[config.mk]
export PLATFORM = sky130hd
export DESIGN_NAME = wb_stage_lsu_flat
export DESIGN_NICKNAME = d
export VERILOG_FILES = /design/src/rtl/wb_pkg.sv /design/src/rtl/wb_stage_lsu_if.sv /design/src/rtl/wb_resp_fifo.sv /design/src/rtl/wb_stage_lsu.sv /design/src/flat_wrapper.sv
export SDC_FILE = /design/constraint.sdc
export NUM_CORES = 1
export LEC_CHECK = 0
export BUFFER_PORTS_ARGS = -buffer_cell sky130_fd_sc_hd__buf_2
export CAP_MARGIN = 20
export CORE_ASPECT_RATIO = 0.75
export CORE_MARGIN = 2
export CORE_UTILIZATION = 35
export DETAILED_ROUTE_END_ITERATION = 7
export PLACE_DENSITY = 0.53
export SLEW_MARGIN = 20
export SYNTH_ARGS = -nofsm -noshare
export SYNTH_HDL_FRONTEND = slang
export SYNTH_HIERARCHICAL = 1
export SYNTH_SLANG_ARGS = --single-unit
[constraint.sdc]
create_clock -name clk -period 6.5 [get_ports clk]
set_input_delay 1.3 -clock clk [delete_from_list [all_inputs] [get_ports clk]]
set_output_delay 1.3 -clock clk [all_outputs]
set_load 0.1 [all_outputs]
[src/rtl/wb_pkg.sv]
`default_nettype none
// ------------------------------------------------------------------
// wb_pkg : load-kind encodings and elaboration helpers for WB stage
// Rev 1.0
// ------------------------------------------------------------------
package wb_pkg;

    localparam logic [2:0] LD_LW  = 3'd0;
    localparam logic [2:0] LD_LB  = 3'd1;
    localparam logic [2:0] LD_LBU = 3'd2;
    localparam logic [2:0] LD_LH  = 3'd3;
    localparam logic [2:0] LD_LHU = 3'd4;
    localparam logic [2:0] LD_LWL = 3'd5;
    localparam logic [2:0] LD_LWR = 3'd6;

    function automatic int clog2(input int value);
        int r;
        r = 0;
        for (int i = 0; i < 31; i++) begin
            if ((1 << i) < value) r = i + 1;
        end
        return r;
    endfunction

endpackage
`default_nettype wire

[src/rtl/wb_stage_lsu_if.sv]
`default_nettype none
// ------------------------------------------------------------------
// wb_stage_lsu_if : MEM->WB, load-response, regfile and bypass signals
// Rev 1.0
// ------------------------------------------------------------------
interface wb_stage_lsu_if #(
    parameter int DATA_W  = 32,
    parameter int RADDR_W = 5
);
    logic               mem_to_wb_valid;
    logic               wb_allowin;
    logic [31:0]        mem_pc;
    logic [RADDR_W-1:0] mem_dest;
    logic [3:0]         mem_wen;
    logic               mem_is_load;
    logic [2:0]         mem_ld_type;
    logic [1:0]         mem_vaddr_lo;
    logic [DATA_W-1:0]  mem_result;
    logic [DATA_W-1:0]  mem_rt_data;
    logic               data_rvalid;
    logic [DATA_W-1:0]  data_rdata;
    logic               data_rready;
    logic               wb_flush;
    logic [3:0]         rf_we;
    logic [RADDR_W-1:0] rf_waddr;
    logic [DATA_W-1:0]  rf_wdata;
    logic               byp_valid;
    logic               byp_pending;
    logic [RADDR_W-1:0] byp_dest;
    logic [DATA_W-1:0]  byp_data;
    logic               wb_stage_valid;
    logic [31:0]        debug_wb_pc;

    modport master (
        output mem_to_wb_valid, mem_pc, mem_dest, mem_wen, mem_is_load, mem_ld_type,
               mem_vaddr_lo, mem_result, mem_rt_data, data_rvalid, data_rdata, wb_flush,
        input  wb_allowin, data_rready, rf_we, rf_waddr, rf_wdata, byp_valid,
               byp_pending, byp_dest, byp_data, wb_stage_valid, debug_wb_pc
    );

    modport slave (
        input  mem_to_wb_valid, mem_pc, mem_dest, mem_wen, mem_is_load, mem_ld_type,
               mem_vaddr_lo, mem_result, mem_rt_data, data_rvalid, data_rdata, wb_flush,
        output wb_allowin, data_rready, rf_we, rf_waddr, rf_wdata, byp_valid,
               byp_pending, byp_dest, byp_data, wb_stage_valid, debug_wb_pc
    );
endinterface
`default_nettype wire

[src/rtl/wb_resp_fifo.sv]
`default_nettype none
// ------------------------------------------------------------------
// wb_resp_fifo : load-response buffer, pointers carry a wrap MSB
// Rev 1.0
// ------------------------------------------------------------------
module wb_resp_fifo
    import wb_pkg::*;
#(
    parameter int DATA_W = 32,
    parameter int DEPTH  = 2
) (
    input  logic              clk,
    input  logic              resetn,
    input  logic              i_push,
    input  logic [DATA_W-1:0] i_wdata,
    input  logic              i_pop,
    output logic              o_full,
    output logic              o_empty,
    output logic [DATA_W-1:0] o_head
);
    localparam int PTR_W = clog2(DEPTH);

    logic [DATA_W-1:0] r_mem [DEPTH];
    logic [PTR_W:0]    r_wptr;
    logic [PTR_W:0]    r_rptr;

    assign o_empty = (r_wptr == r_rptr);
    assign o_full  = (r_wptr[PTR_W] != r_rptr[PTR_W]) &&
                     (r_wptr[PTR_W-1:0] == r_rptr[PTR_W-1:0]);
    assign o_head  = r_mem[r_rptr[PTR_W-1:0]];

    always_ff @(posedge clk) begin
        if (!resetn) begin
            r_wptr <= '0;
            r_rptr <= '0;
        end else begin
            if (i_push) r_wptr <= r_wptr + (PTR_W+1)'(1);
            if (i_pop)  r_rptr <= r_rptr + (PTR_W+1)'(1);
        end
    end

    always_ff @(posedge clk) begin
        if (i_push) r_mem[r_wptr[PTR_W-1:0]] <= i_wdata;
    end

    a_no_push_full: assert property (@(posedge clk) disable iff (!resetn) !(i_push && o_full));
    a_no_pop_empty: assert property (@(posedge clk) disable iff (!resetn) !(i_pop && o_empty));

endmodule
`default_nettype wire

[src/rtl/wb_stage_lsu.sv]
`default_nettype none
// ------------------------------------------------------------------
// wb_stage_lsu : writeback stage with buffered in-order load returns
// Rev 1.0
// ------------------------------------------------------------------
module wb_stage_lsu
    import wb_pkg::*;
#(
    parameter int DATA_W  = 32,
    parameter int RADDR_W = 5,
    parameter int DEPTH   = 2
) (
    input  logic          clk,
    input  logic          resetn,
    wb_stage_lsu_if.slave bus
);
    localparam int PTR_W = clog2(DEPTH);
    localparam int CNT_W = PTR_W + 1;

    if (DATA_W != 32) begin : g_chk_data_w
        $error("wb_stage_lsu: DATA_W must be 32");
    end
    if (DEPTH < 2 || (DEPTH & (DEPTH - 1)) != 0) begin : g_chk_depth
        $error("wb_stage_lsu: DEPTH must be a power of 2 and >= 2");
    end

    logic               r_wb_valid;
    logic [31:0]        r_pc;
    logic [RADDR_W-1:0] r_dest;
    logic [3:0]         r_wen;
    logic               r_is_load;
    logic [2:0]         r_ld_type;
    logic [1:0]         r_vaddr_lo;
    logic [DATA_W-1:0]  r_result;
    logic [DATA_W-1:0]  r_rt_data;
    logic [CNT_W-1:0]   r_drop_cnt;

    logic              w_full, w_empty;
    logic [DATA_W-1:0] w_fifo_head;
    logic              w_head_present, w_dropping, w_ready_go, w_fire;
    logic              w_pop_head, w_fifo_pop, w_push, w_allowin, w_drop_inc;
    logic [DATA_W-1:0] w_head_data, w_wdata;

    function automatic logic [31:0] f_align(input logic [2:0] t, input logic [1:0] v,
                                            input logic [31:0] m, input logic [31:0] r);
        logic [7:0]  b;
        logic [15:0] h;
        logic [31:0] y;
        b = m[{v, 3'b000} +: 8];
        h = v[1] ? m[31:16] : m[15:0];
        case (t)
            LD_LB:   y = {{24{b[7]}}, b};
            LD_LBU:  y = {24'd0, b};
            LD_LH:   y = {{16{h[15]}}, h};
            LD_LHU:  y = {16'd0, h};
            LD_LWL: begin
                case (v)
                    2'd0:    y = {m[7:0],  r[23:0]};
                    2'd1:    y = {m[15:0], r[15:0]};
                    2'd2:    y = {m[23:0], r[7:0]};
                    default: y = m;
                endcase
            end
            LD_LWR: begin
                case (v)
                    2'd0:    y = m;
                    2'd1:    y = {r[31:24], m[31:8]};
                    2'd2:    y = {r[31:16], m[31:16]};
                    default: y = {r[31:8],  m[31:24]};
                endcase
            end
            default: y = m;
        endcase
        return y;
    endfunction

    // An empty FIFO lets a same-cycle response feed WB directly.
    assign w_head_present = !w_empty || bus.data_rvalid;
    assign w_head_data    = w_empty ? bus.data_rdata : w_fifo_head;
    assign w_dropping     = (r_drop_cnt != '0) && w_head_present;
    assign w_ready_go     = !r_is_load || (w_head_present && (r_drop_cnt == '0));
    assign w_fire         = r_wb_valid && w_ready_go && !bus.wb_flush;
    assign w_pop_head     = w_dropping || (w_fire && r_is_load);
    assign w_fifo_pop     = w_pop_head && !w_empty;
    assign w_push         = bus.data_rvalid && !w_full && !(w_empty && w_pop_head);
    assign w_allowin      = !r_wb_valid || w_fire || bus.wb_flush;
    assign w_drop_inc     = r_wb_valid && r_is_load && bus.wb_flush;
    assign w_wdata        = r_is_load ? f_align(r_ld_type, r_vaddr_lo, w_head_data, r_rt_data)
                                      : r_result;

    wb_resp_fifo #(
        .DATA_W (DATA_W),
        .DEPTH  (DEPTH)
    ) u_fifo (
        .clk     (clk),
        .resetn  (resetn),
        .i_push  (w_push),
        .i_wdata (bus.data_rdata),
        .i_pop   (w_fifo_pop),
        .o_full  (w_full),
        .o_empty (w_empty),
        .o_head  (w_fifo_head)
    );

    always_ff @(posedge clk) begin
        if (!resetn) begin
            r_wb_valid <= 1'b0;
            r_pc       <= '0;
            r_dest     <= '0;
            r_wen      <= '0;
            r_is_load  <= 1'b0;
            r_ld_type  <= LD_LW;
            r_vaddr_lo <= '0;
            r_result   <= '0;
            r_rt_data  <= '0;
        end else if (w_allowin) begin
            r_wb_valid <= bus.mem_to_wb_valid;
            if (bus.mem_to_wb_valid) begin
                r_pc       <= bus.mem_pc;
                r_dest     <= bus.mem_dest;
                r_wen      <= bus.mem_wen;
                r_is_load  <= bus.mem_is_load;
                r_ld_type  <= bus.mem_ld_type;
                r_vaddr_lo <= bus.mem_vaddr_lo;
                r_result   <= bus.mem_result;
                r_rt_data  <= bus.mem_rt_data;
            end
        end
    end

    // Each flushed, unserved load owes one response that must be discarded.
    always_ff @(posedge clk) begin
        if (!resetn) r_drop_cnt <= '0;
        else         r_drop_cnt <= r_drop_cnt + CNT_W'(w_drop_inc) - CNT_W'(w_dropping);
    end

    assign bus.wb_allowin     = w_allowin;
    assign bus.data_rready    = !w_full;
    assign bus.rf_we          = w_fire ? r_wen : 4'd0;
    assign bus.rf_waddr       = w_fire ? r_dest : '0;
    assign bus.rf_wdata       = w_fire ? w_wdata : '0;
    assign bus.byp_valid      = r_wb_valid && (r_wen != 4'd0);
    assign bus.byp_pending    = r_wb_valid && (r_wen != 4'd0) && r_is_load && !w_ready_go;
    assign bus.byp_dest       = r_dest;
    assign bus.byp_data       = w_wdata;
    assign bus.wb_stage_valid = r_wb_valid;
    assign bus.debug_wb_pc    = r_pc;

    a_drop_bound: assert property (@(posedge clk) disable iff (!resetn)
        r_drop_cnt <= CNT_W'(DEPTH));
    a_ld_type: assert property (@(posedge clk) disable iff (!resetn)
        (bus.mem_to_wb_valid && bus.mem_is_load) |-> (bus.mem_ld_type <= LD_LWR));

endmodule
`default_nettype wire

[src/flat_wrapper.sv]
// flat-port wrapper written by rule: the top's interface ports become plain ports
module wb_stage_lsu_flat import wb_pkg::*;
#(
    parameter int DATA_W  = 32,
    parameter int RADDR_W = 5,
    parameter int DEPTH   = 2
)
  (clk, resetn, bus_mem_to_wb_valid, bus_mem_pc, bus_mem_dest, bus_mem_wen, bus_mem_is_load, bus_mem_ld_type, bus_mem_vaddr_lo, bus_mem_result, bus_mem_rt_data, bus_data_rvalid, bus_data_rdata, bus_wb_flush, bus_wb_allowin, bus_data_rready, bus_rf_we, bus_rf_waddr, bus_rf_wdata, bus_byp_valid, bus_byp_pending, bus_byp_dest, bus_byp_data, bus_wb_stage_valid, bus_debug_wb_pc);
  wb_stage_lsu_if #(.DATA_W(DATA_W), .RADDR_W(RADDR_W)) bus_i ();
  input  logic clk;
  input  logic resetn;
  input wire logic [$bits(bus_i.mem_to_wb_valid)-1:0] bus_mem_to_wb_valid;
  input wire logic [$bits(bus_i.mem_pc)-1:0] bus_mem_pc;
  input wire logic [$bits(bus_i.mem_dest)-1:0] bus_mem_dest;
  input wire logic [$bits(bus_i.mem_wen)-1:0] bus_mem_wen;
  input wire logic [$bits(bus_i.mem_is_load)-1:0] bus_mem_is_load;
  input wire logic [$bits(bus_i.mem_ld_type)-1:0] bus_mem_ld_type;
  input wire logic [$bits(bus_i.mem_vaddr_lo)-1:0] bus_mem_vaddr_lo;
  input wire logic [$bits(bus_i.mem_result)-1:0] bus_mem_result;
  input wire logic [$bits(bus_i.mem_rt_data)-1:0] bus_mem_rt_data;
  input wire logic [$bits(bus_i.data_rvalid)-1:0] bus_data_rvalid;
  input wire logic [$bits(bus_i.data_rdata)-1:0] bus_data_rdata;
  input wire logic [$bits(bus_i.wb_flush)-1:0] bus_wb_flush;
  output wire logic [$bits(bus_i.wb_allowin)-1:0] bus_wb_allowin;
  output wire logic [$bits(bus_i.data_rready)-1:0] bus_data_rready;
  output wire logic [$bits(bus_i.rf_we)-1:0] bus_rf_we;
  output wire logic [$bits(bus_i.rf_waddr)-1:0] bus_rf_waddr;
  output wire logic [$bits(bus_i.rf_wdata)-1:0] bus_rf_wdata;
  output wire logic [$bits(bus_i.byp_valid)-1:0] bus_byp_valid;
  output wire logic [$bits(bus_i.byp_pending)-1:0] bus_byp_pending;
  output wire logic [$bits(bus_i.byp_dest)-1:0] bus_byp_dest;
  output wire logic [$bits(bus_i.byp_data)-1:0] bus_byp_data;
  output wire logic [$bits(bus_i.wb_stage_valid)-1:0] bus_wb_stage_valid;
  output wire logic [$bits(bus_i.debug_wb_pc)-1:0] bus_debug_wb_pc;
  assign bus_i.mem_to_wb_valid = bus_mem_to_wb_valid;
  assign bus_i.mem_pc = bus_mem_pc;
  assign bus_i.mem_dest = bus_mem_dest;
  assign bus_i.mem_wen = bus_mem_wen;
  assign bus_i.mem_is_load = bus_mem_is_load;
  assign bus_i.mem_ld_type = bus_mem_ld_type;
  assign bus_i.mem_vaddr_lo = bus_mem_vaddr_lo;
  assign bus_i.mem_result = bus_mem_result;
  assign bus_i.mem_rt_data = bus_mem_rt_data;
  assign bus_i.data_rvalid = bus_data_rvalid;
  assign bus_i.data_rdata = bus_data_rdata;
  assign bus_i.wb_flush = bus_wb_flush;
  assign bus_wb_allowin = bus_i.wb_allowin;
  assign bus_data_rready = bus_i.data_rready;
  assign bus_rf_we = bus_i.rf_we;
  assign bus_rf_waddr = bus_i.rf_waddr;
  assign bus_rf_wdata = bus_i.rf_wdata;
  assign bus_byp_valid = bus_i.byp_valid;
  assign bus_byp_pending = bus_i.byp_pending;
  assign bus_byp_dest = bus_i.byp_dest;
  assign bus_byp_data = bus_i.byp_data;
  assign bus_wb_stage_valid = bus_i.wb_stage_valid;
  assign bus_debug_wb_pc = bus_i.debug_wb_pc;
  wb_stage_lsu #(.DATA_W(DATA_W), .RADDR_W(RADDR_W), .DEPTH(DEPTH)) u_core (.clk(clk), .resetn(resetn), .bus(bus_i));
endmodule
# ---- After elaboration in Yosys (flattened, before gate mapping)
# Memories as Yosys holds them, arrays and structs flattened. A register that Yosys moved wholly into a read port is not among the register bits.
# Cells that the tools add are included.
dict set report word_totals {
  ramBits 64
  inputBits 148
  word_cells 74
  mem_count 1
  regBits 118
  out_inout_bits 115
}
# name depth word_bits read_ports rd_clocked_by_memory_dff wr line_no
set mem_list {}
lappend mem_list {u_core.u_fifo.r_mem 2 32 1 1 1 wb_resp_fifo.sv:23} ;# logic [DATA_W-1:0] r_mem [DEPTH];
dict set report op_classes {
  n_reduce_logical 32
  shift 1
  n_addsub 4
  mux 13
  eq_ne 11
}
# cell n
set ops {}
lappend ops {{32-bit case mux with 3 select lines} 2}
lappend ops {{32-bit case mux with 6 select lines} 1}
lappend ops {{32-bit two-way mux} 3}
lappend ops {{32-bit by 6-bit variable part select with 8-bit output} 1}
lappend ops {{16-bit two-way mux} 1}
lappend ops {{1-bit logical AND} 15}
lappend ops {{3-bit == test, second input constant} 3}
lappend ops {{1-bit logical NOT} 7}
lappend ops {{3-bit by 2-bit == test with 1-bit output, second input constant} 2}
lappend ops {{1-bit logical OR} 5}
lappend ops {{5-bit two-way mux} 1}
lappend ops {{2-bit by 1-bit adder with 2-bit output, second input constant} 2}
lappend ops {{2-bit logical NOT} 2}
lappend ops {{1-bit two-way mux} 4}
lappend ops {{4-bit two-way mux} 1}
lappend ops {{4-bit nonzero test} 1}
lappend ops {{3-bit by 1-bit == test with 1-bit output, second input constant} 1}
lappend ops {{2-bit by 1-bit adder with 2-bit output} 1}
lappend ops {{2-bit by 1-bit == test with 1-bit output, second input constant} 1}
lappend ops {{2-bit == test} 1}
lappend ops {{2-bit == test, second input constant} 1}
lappend ops {{2-bit AND reduction} 1}
lappend ops {{2-bit nonzero test} 1}
lappend ops {{2-bit by 1-bit subtractor with 2-bit output} 1}
lappend ops {{2 further kinds} 2}

# ---- Logic depth before layout (Yosys ltp)
dict set report logic_depth {
  ltp_word 14
  depth_mapped 11
  ltp_nobuf 10
}

# ---- Hierarchy
# Netlist, hierarchy kept.
# module cells_per_inst seq_area_each_um2 area_each_um2 n_inst
set by_module_without_submodules {}
lappend by_module_without_submodules {wb_stage_lsu 1054 2282.2 8416.8 1}
lappend by_module_without_submodules {wb_resp_fifo 123 2021.9 2682.6 1}

# ---- Worst setup path before layout
# OpenSTA, ideal clock, no wires.
dict set report synth_path {
  path_kind {in2out}
  start {input port bus_data_rvalid}
  end {output port bus_rf_wdata[10]}
  n_path_buf 1
  path_slack_ns 0.228
  t_arrival_ns 4.972
  cell_stages 5
  required_time_ns 5.200
  cell_sequence {nor2b_1 o31ai_1 nand2b_1 clkbuf_1 nor4_1}
}
dict set report synth_between {
  elab_chain_cells 6
}
# item line_no
set synth_lines {}
lappend synth_lines {{start, declared} flat_wrapper.sv:21} ;# input wire logic [$bits(bus_i.data_rvalid)-1:0] bus_data_rvalid;
lappend synth_lines {{1-bit logical OR} wb_stage_lsu.sv:78} ;# assign w_head_present = !w_empty || bus.data_rvalid;
lappend synth_lines {{1-bit logical AND} wb_stage_lsu.sv:81} ;# assign w_ready_go = !r_is_load || (w_head_present && (r_drop_cnt == '0));
lappend synth_lines {{1-bit logical OR} wb_stage_lsu.sv:81}
lappend synth_lines {{1-bit logical AND (2 in a row)} wb_stage_lsu.sv:82} ;# assign w_fire = r_wb_valid && w_ready_go && !bus.wb_flush;
lappend synth_lines {{32-bit two-way mux} wb_stage_lsu.sv:141} ;# assign bus.rf_wdata = w_fire ? w_wdata : '0;
lappend synth_lines {{end, declared} flat_wrapper.sv:28} ;# output wire logic [$bits(bus_i.rf_wdata)-1:0] bus_rf_wdata;
# Every way passes these cells.

# ---- Final worst setup path
dict set report layout_path {
  start {register u_core.u_fifo.r_rptr[1]}
  end {output port bus_rf_wdata[21]}
}
dict set report layout_between {
  elab_chain_cells 8
}
# item line_no
set layout_lines {}
lappend layout_lines {{start, declared} wb_resp_fifo.sv:25} ;# logic [PTR_W:0] r_rptr;
lappend layout_lines {{start signal, assigned} wb_resp_fifo.sv:38} ;# if (i_pop) r_rptr <= r_rptr + (PTR_W+1)'(1);
lappend layout_lines {{2-bit == test *} wb_resp_fifo.sv:27} ;# assign o_empty = (r_wptr == r_rptr);
lappend layout_lines {{via u_core.w_empty} wb_stage_lsu.sv:38} ;# logic w_full, w_empty;
lappend layout_lines {{parallel branches: the longest is 6 deep, another holds 32-bit two-way mux} n/a}
lappend layout_lines {{32-bit two-way mux *} wb_stage_lsu.sv:141}
# Mark *: on every way through the listed nets, which the timed path passes.

==> results.sh <==
export IMPL_clk_path_buf_depth=2
export IMPL_p_leak_nw=5.48
export IMPL_grt_max_degree=87
export IMPL_vias_per_cell=5.52
export IMPL_die_area_um2=33200
export IMPL_yosysSeqAreaShare_pct=38.8
export IMPL_start_util_pct=35.5
export IMPL_cellPowerDensity_nw_per_um2=340
export IMPL_cts_sinks=183
export IMPL_nNetsFinal=1527
export IMPL_cts_hold_buffers=0
export IMPL_synth_main_ff_cell="dfxtp_1"
export IMPL_finalClockSkew_ps=10.4
export IMPL_outcome="complete, no violations"
export IMPL_rows=56
export IMPL_required_ps=5200
export IMPL_r2r_slack_ps=1900
export IMPL_fin_crit_sh_pct=86.0
export IMPL_worst_pin_slew_ps=1110
export IMPL_dr_pass1_iters=6
export IMPL_hold_viol_final=0
export IMPL_wire_per_inst_um=22.3
export IMPL_synth_edf_count=64
export IMPL_synth_fp_nets=1327
export IMPL_post_cts_resized=0
export IMPL_postSynthAreaPerCell_um2=9.43
export IMPL_numCtsBuffers=17
export IMPL_critPathKind="reg -> out"
export IMPL_clk_pin_slew_ps=70
export IMPL_grt_pass1_wl_mm=57.8
export IMPL_cts_root_buf="clkbuf_16"
export IMPL_fin_util_pct=41.9
export IMPL_hp_class="reg -> reg"
export IMPL_min_path_cells=2
export IMPL_worstReg2RegEnd="u_core/u_fifo/r_mem[1][12]$_DFFE_PP_"
export IMPL_io_buffer_count=262
export IMPL_worstPathArrival_ps=4290
export IMPL_drc=0
export IMPL_place_area_um2=12500
export IMPL_htreeDepth=4
export IMPL_die_y_um=158
export IMPL_fp_coreArea_um2=31300
export IMPL_cts_tree="done"
export IMPL_final_area_um2=13100
export IMPL_reg2reg_depth=10
export IMPL_holdPathEnd="u_core/r_result[2]$_SDFFE_PN0P_"
export IMPL_crit_fanout=30
export IMPL_hold_slack_ps=463
export IMPL_finalSetupViolCount=0
export IMPL_track_usage_pct=23.6
export IMPL_grt_antenna_before_repair=7
export IMPL_relSlewSlack_pct=24.9
export IMPL_routed_wl_mm=40.1
export IMPL_antenna_left=0
export IMPL_routabilityCongestion=0.918
export IMPL_tns_ps=0
export IMPL_num_vias=9917
export IMPL_die_w_um=210
export IMPL_yosysUniqueCellTypes=71
export IMPL_maxSlewViolCount=0
export IMPL_syn2layout_area_growth_pct=18.1
export IMPL_synth_warnings=6
export IMPL_synthCells=1177
export IMPL_r2r_start="u_core/u_fifo/r_rptr[1]$_SDFFE_PN0P_"
export IMPL_start_kind="register"
export IMPL_drtIter0Drc=958
export IMPL_rsz0062_at_grt="no"
export IMPL_ir_worst_vdd_uv=180
export IMPL_post_route_min_period_ps=5590
export IMPL_end_kind="output pin"
export IMPL_cts_setup_buffers=0
export IMPL_fmaxAchievable_ghz=0.179
export IMPL_dp_hpwl_mm=29.7
export IMPL_cap_violations=0
export IMPL_synth_cell_area_um2=11100
export IMPL_synthArstFlopShare_pct=0
export IMPL_hold_start="u_core/r_result[2]$_SDFFE_PN0P_"
export IMPL_p_total_mw=4.45
export IMPL_grt_overflow_total=0
export IMPL_synth_seq_cells=183
export IMPL_clock_latency_ps=450
export IMPL_drive_gt1_share_pct=30.2
export IMPL_grt_pass1_vias=9103
export IMPL_pin_count=263
cell type report:
type | instances | area, µm²
Fill cell | 3210 | 18100
Multi-Input combinational cell | 874 | 6130
Sequential cell | 183 | 4310
Timing Repair Buffer | 280 | 1460
Tap cell | 406 | 508
Clock buffer | 19 | 464
Clock inverter | 13 | 151
Inverter | 21 | 78.8
Antenna cell | 2 | 5.00
state kept, by name, summed over array words and instances, names as in the netlist, named ones only:
signal / flops
u_core/r_result: 32
u_core/r_vaddr_lo: 2
u_core/r_rt_data: 32
u_core/u_fifo/r_mem: 64
u_core/bus.byp_dest: 5
u_core/u_fifo/r_wptr: 2
u_core/r_wen: 4
u_core/r_ld_type: 3
u_core/r_is_load: 1
u_core/bus.wb_stage_valid: 1
u_core/bus.debug_wb_pc: 32
u_core/r_drop_cnt: 2
u_core/u_fifo/r_rptr: 2
cells in the mapped netlist, types with 16 or more instances:
master / n / area (µm²)
clkbuf_1: 36 / 135
nor3_1: 23 / 115
nor2_1: 49 / 184
a21oi_1: 24 / 120
nand3_1: 20 / 100
nand2_1: 265 / 995
o21ai_0: 35 / 175
a211oi_1: 16 / 120
dfxtp_1: 119 / 2380
and2_1: 17 / 106
mux2_4: 34 / 510
buf_2: 29 / 145
edfxtp_1: 64 / 1920
mux2i_1: 47 / 470
mux4_2: 22 / 495
nor2b_1: 17 / 106
inv_1: 19 / 71.3
a21boi_0: 111 / 833
logic make-up (layout without fill, tap and decap cells):
kind of cell               Yosys count  in the layout  share of synthesized area [%]
AOI/OAI and AO/OA                  286            286                           18.7
xor gates and xnor gates             5              5                          0.395
adders and majority gates            2              2                          0.225
buffers and inverters              120            333                           6.32
DFF                                183            183                           38.8
muxes                              123            123                           16.1
other                                0              2                              0
and+or+nand+nor                    458            458                           19.5
worst max-delay path: stages, from the launching register on:
cell	delay, ps
dfxtp_1	330
xnor2_1	220
nor2b_4	510
buf_4	490
buf_4	470
mux4_2	570
and3_1	200
a211oi_1	190
nor3b_2	390
o32ai_1	150
buf_2	320
cells in the final DEF (no fill, tap or decap), drive strengths merged, types with 13 or more instances in the layout:
cell type / count
nor2: 50
a21oi: 24
nor3: 32
mux2: 45
nand2b: 13
dfxtp: 119
o21ai: 39
a211oi: 16
buf: 280
and3: 13
nand2: 265
nor2b: 17
clkbuf: 19
mux4: 27
nand3: 20
and2: 17
inv: 28
mux2i: 51
nor4: 15
edfxtp: 64
a21boi: 111
power by group:
group          switching (mW)  internal, mW  total [mW]
Clock                   0.514         0.581        1.10
Sequential             0.0817          1.33        1.41
Combinational            1.25         0.692        1.94
layer usage:
| metal | global-route usage [%] | up-vias | wire [µm] |
|---|---|---|---|
| met1 | 33.1 | 4789 | 18200 |
| met2 | 33.8 | 427 | 16800 |
| met4 | 6.59 | 10 | 727 |
| met5 | 0 | - | 59 |
| li1 | - | 4647 | - |
| met3 | 8.75 | 44 | 4310 |
how the worst max path moves through the flow:
stage	startpoint	endpoint	slack [ps]	cells after the start
after detailed placement	u_core/u_fifo/r_rptr[1]$_SDFFE_PN0P_	bus_rf_wdata[21]	1410	10
after global placement	u_core/u_fifo/r_rptr[1]$_SDFFE_PN0P_	bus_rf_wdata[21]	1440	10
final	u_core/u_fifo/r_rptr[1]$_SDFFE_PN0P_	bus_rf_wdata[21]	910	10
after global routing	u_core/u_fifo/r_rptr[1]$_SDFFE_PN0P_	bus_rf_wdata[21]	630	10
after floorplan	bus_data_rvalid	bus_rf_wdata[10]	230	5
after CTS	u_core/u_fifo/r_rptr[1]$_SDFFE_PN0P_	bus_rf_wdata[21]	920	10
stage by stage:
step | instances | worst slack [ps]
3_3_place_gp | 1764 | 1440
3_5_place_dp | 1764 | 1410
4_1_cts | 1796 | 925
2_1_floorplan | 1177 | 228
5_1_grt | 1797 | 632
6_report | 1798 | 910
No activity file was read; power rests on OpenSTA's default activity.
